### src/rtl/regfile_scoreboard.sv
// regfile_scoreboard: register file with write bypass, busy scoreboard and sequenced clear-on-reset
module regfile_scoreboard #(
  parameter int DATA_W   = 32,
  parameter int ADDR_W   = 5,
  parameter int ZERO_REG = 1,
  parameter int BYPASS   = 1
) (
  input  logic              i_clk,
  input  logic              i_rst,
  input  logic [ADDR_W-1:0] i_rs1_addr,
  input  logic [ADDR_W-1:0] i_rs2_addr,
  output logic [DATA_W-1:0] o_rs1_data,
  output logic [DATA_W-1:0] o_rs2_data,
  output logic              o_rs1_busy,
  output logic              o_rs2_busy,
  input  logic [ADDR_W-1:0] i_wr_addr,
  input  logic [DATA_W-1:0] i_wr_data,
  input  logic              i_wr_wren,
  input  logic [ADDR_W-1:0] i_rsv_addr,
  input  logic              i_rsv_valid,
  output logic              o_rsv_ready,
  output logic              o_init_done
);
  localparam int DEPTH = 2 ** ADDR_W;
  typedef enum logic {S_INIT, S_RUN} state_t;
  state_t            r_state, w_state_nxt;
  logic [ADDR_W-1:0] r_cnt;
  logic [DATA_W-1:0] r_mem [DEPTH];
  logic [DEPTH-1:0]  r_busy;
  logic              w_run, w_wr_ok, w_rsv_ok, w_hit1, w_hit2, w_z1, w_z2, w_zwr, w_zrsv;
  assign w_run    = r_state == S_RUN;
  assign w_z1     = (ZERO_REG != 0) && (i_rs1_addr == '0);
  assign w_z2     = (ZERO_REG != 0) && (i_rs2_addr == '0);
  assign w_zwr    = (ZERO_REG != 0) && (i_wr_addr == '0);
  assign w_zrsv   = (ZERO_REG != 0) && (i_rsv_addr == '0);
  assign w_wr_ok  = w_run && i_wr_wren && !w_zwr;
  assign w_hit1   = w_wr_ok && (i_wr_addr == i_rs1_addr);
  assign w_hit2   = w_wr_ok && (i_wr_addr == i_rs2_addr);
  assign w_rsv_ok = o_rsv_ready && !w_zrsv;
  // state register and clear counter; reset restarts the sweep at entry 0
  always_ff @(posedge i_clk) begin
    if (i_rst) begin
      r_state <= S_INIT;
      r_cnt   <= '0;
    end else begin
      r_state <= w_state_nxt;
      r_cnt   <= (r_state == S_INIT) ? r_cnt + ADDR_W'(1) : '0;
    end
  end
  // leave INIT on the edge that clears the last entry
  always_comb w_state_nxt = (r_state == S_INIT && r_cnt == '1) ? S_RUN : r_state;
  // read muxes, busy flags and reservation handshake; all quiet until RUN
  always_comb begin
    o_init_done = w_run;
    o_rs1_data  = (!w_run || w_z1) ? '0 : (BYPASS != 0 && w_hit1) ? i_wr_data : r_mem[i_rs1_addr];
    o_rs2_data  = (!w_run || w_z2) ? '0 : (BYPASS != 0 && w_hit2) ? i_wr_data : r_mem[i_rs2_addr];
    o_rs1_busy  = w_run && !w_z1 && !w_hit1 && r_busy[i_rs1_addr];
    o_rs2_busy  = w_run && !w_z2 && !w_hit2 && r_busy[i_rs2_addr];
    o_rsv_ready = w_run && i_rsv_valid && (!r_busy[i_rsv_addr] || (i_wr_wren && i_wr_addr == i_rsv_addr));
  end
  // INIT clears one entry per cycle; in RUN the reservation is applied after the write so it wins
  always_ff @(posedge i_clk) begin
    if (!i_rst) begin
      if (!w_run) begin
        r_mem[r_cnt]  <= '0;
        r_busy[r_cnt] <= 1'b0;
      end else begin
        if (w_wr_ok) begin
          r_mem[i_wr_addr]  <= i_wr_data;
          r_busy[i_wr_addr] <= 1'b0;
        end
        if (w_rsv_ok) r_busy[i_rsv_addr] <= 1'b1;
      end
    end
  end
endmodule

### config.mk
export PLATFORM = sky130hd
export DESIGN_NAME = regfile_scoreboard
export DESIGN_NICKNAME = d
export VERILOG_FILES = /design/src/rtl/regfile_scoreboard.sv
export SDC_FILE = /design/constraint.sdc
export NUM_CORES = 1
export LEC_CHECK = 0
export ABC_AREA = 0
export CORE_AREA = 4 4 309 311
export DETAILED_ROUTE_END_ITERATION = 7
export DIE_AREA = 0 0 313 315
export MAX_ROUTING_LAYER = met4
export PLACE_DENSITY = 0.76
export SLEW_MARGIN = 25
export SYNTH_ARGS = -nofsm -noshare
export SYNTH_HDL_FRONTEND = slang
export SYNTH_SLANG_ARGS = --single-unit
### constraint.sdc
create_clock -name i_clk -period 5.2 [get_ports i_clk]
set_input_delay 1.56 -clock i_clk [delete_from_list [all_inputs] [get_ports i_clk]]
set_output_delay 1.56 -clock i_clk [all_outputs]
set_load 0.01 [all_outputs]
==> results_dict.tcl <==
set metrics [dict create \
    multi_input_area_um2 19500 \
    drv_slew 0 \
    drtPass1Iterations 8 \
    ys_seq_area_frac 0.617 \
    die_y_um 315 \
    fin_setup_tns_ns -2.92 \
    grt_usage 0.360 \
    io_buffers 123 \
    period_share 1.03 \
    die_w_um 313 \
    synth_flop_cell "edfxtp_1" \
    path_cells "buf_16, buf_12, buf_12, buf_16, buf_6, buf_6, mux4_2, mux4_2, nand2b_4, a32o_2, buf_6" \
    worst_pin_slew_ns 1.14 \
    rows 112 \
    synth_area_um2 51600 \
    clk_latency_ns 0.71 \
    drtIter0Drc 5710 \
    busiest_layer "met2" \
    core_area_um2 92800 \
    layout_setup_ws_ns -0.178 \
    synth_top_area_share 0.615 \
    status "finished with violations" \
    dp_slack_ns -0.945 \
    start_util 0.556 \
    nets 3283 \
    violations "setup timing" \
    critPathKind "in2out" \
    dpl.cell_count 4257 \
    wl_um 172000 \
    ir_drop_mv 0.309 \
    dp_hpwl_um 99500 \
    setup_viol 33 \
    use_met1 0.457 \
    min-delay-start "r_busy[21]" \
    period_minus_slack_ns 5.38 \
    root_buffer "clkbuf_16" \
    register_area_um2 31800 \
    ys_warn_count 0 \
    grt_pass1_wl_um 245000 \
    clockBufferDepth 3 \
    worstSetupStartpoint "i_rs2_addr[0]" \
    max_freq_ghz 0.186 \
    antenna_found_initial 3 \
    routedWlPerCell_um 37.6 \
    ys_types 55 \
    cpPeakStageDelay_ns 0.49 \
    worstPathArrival_ns 3.82 \
    hold_path.class "reg2reg" \
    syn_inst 2724 \
    place_congestion 0.946 \
    post-route-drc-count 0 \
    fin_cells 4570 \
    cts-buffers-inserted 106 \
    p_leak_uw 0.0235 \
    ant_nets 0 \
    hold_buffers 0 \
    die_area_um2 98600 \
    drive_gt1_frac 0.456 \
    placed_area_um2 58100 \
    clk_pin_slew_ns 0.06 \
    cap_violations 0 \
    relSlewSlack 0.239 \
    critPathTopFamily "multiplexers" \
    fillers 5611 \
    avgSynthCellArea_um2 18.9 \
    cpMostUsedCell "buf_6" \
    cts_tree "done" \
    rsz0062_at_grt "true" \
    yosys.area.top_type "edfxtp_1" \
    powerDensity_nw_per_um2 297 \
    yosysMostFrequentCell "edfxtp_1" \
    syn_nets 2785 \
    ios 124 \
    final_util 0.691 \
    critPathCaptureType "output pin" \
    first_global_vias 34584 \
    hold_viol_final 0 \
    final_area_um2 64100 \
    vias_per_cell 7.45 \
    grt_start_max_net_pins 65 \
    cp_max_fo 6 \
    grt_overflow 0 \
    synthArstFlopShare 0 \
    cp_data_required_time_ns 3.64 \
    met2_usage 0.551 \
    ys_top_cells_by_area "edfxtp_1, mux4_2, mux2i_1" \
    ys_seq_elements 1062 \
    synth_common_cells "edfxtp_1, mux4_2, nand2_1" \
    area_growth_pct 24.3 \
    cpMaxStageDelayCell "mux4_2" \
    path_buf_inv 7 \
    cts_max_level 3 \
    vias 34053 \
    skew_ns 0.0412 \
    crit_path_start_kind "primary input" \
    regToRegStartpoint "o_init_done" \
    synth-edff-count 1056 \
    clkSinkCount 1062 \
    grt_use_met3 0.0934 \
]
-- cell type report --
type / count / share of cell area
tap: 1254 / 0.0245
clock buffer: 126 / 0.0426
timing repair buffer: 615 / 0.117
multi-input combinational: 1390 / 0.304
sequential: 1062 / 0.497
inverter: 47 / 0.00291
antenna: 1 / 0.0000391
clock inverter: 75 / 0.0130
-- tightest hold or removal path, stage by stage (launching register included) --
cell      delay (ns)
edfxtp_1        0.40
nand2_1         0.06
o31ai_1         0.06
-- per-layer routing --
metal  vias up  wire (um)  share of wire
li1      12721          -              -
met1     17546      56700           0.33
met2      3130      81100           0.47
met3       656      23700           0.14
met4         0      10200          0.059
met5         -          0              0
-- power by group --
group / internal [uW] / leakage [uW] / switching [uW]
combinational: 865 / 0.0103 / 857
sequential: 9350 / 0.0115 / 47.4
clock: 4510 / 0.00171 / 3410
total: 14700 / 0.0235 / 4310
-- metrics by stage --
stage / power [uW] / hold slack (ns)
floorplan: 10400 / 0.530
global placement: 11000 / 0.593
detailed placement: 11000 / 0.608
CTS: 19000 / 0.623
global route: 19500 / 0.660
finish: 19000 / 0.627
-- cell usage in the layout (no fill, tap or decap), drive strengths merged, types with 39 or more instances in the layout --
cell type | netlist | final
nor2 | 50 | 50
inv | 47 | 49
nand2b | 39 | 39
buf | 104 | 537
edfxtp | 1056 | 1056
o21ai | 44 | 44
nand2 | 211 | 211
mux4 | 595 | 595
mux2i | 81 | 81
clkbuf | 121 | 142
clkdlybuf4s50 | 0 | 39
clkinv | 0 | 48
-- cell families (layout without fill, tap and decap cells) --
family	Yosys count	in the layout	share of synthesized area
flip-flops	1062	1062	0.617
multiplexers	709	709	0.283
AND/OR/NAND/NOR	406	406	0.0369
buffers and inverters	272	863	0.0225
AO/OA/AOI/OAI	253	253	0.0363
XOR/XNOR	17	17	0.00289
adder cells (fa/ha/maj)	5	5	0.00121
other	0	1	0
-- path summary, 6_finish.rpt --
| kind | end | slack [ns] | depth (start not counted) |
|---|---|---|---|
| setup / recovery | o_rs2_data[20] | -0.18 | 11 |
| hold / removal | r_busy[21] | 0.63 | 2 |
| setup reg to reg | r_mem[22][1] | 1.69 | 9 |
| hold reg to reg | r_busy[21] | 0.63 | 2 |
-- state kept, by name, summed over array words and instances (netlist names) --
| signal | count |
|---|---|
| o_init_done | 1 |
| r_cnt | 5 |
| r_mem | 1024 |
| r_busy | 32 |
-- timing repair --
| action | 4_1_cts | 5_1_grt |
|---|---|---|
| cloned | 20 | 2 |
| pin swaps | 44 | 46 |
| resized for setup | 446 | 107 |
| setup endpoints to repair | 67 | 62 |
| setup buffers | 83 | 27 |
(Power assumes the default switching activity.)
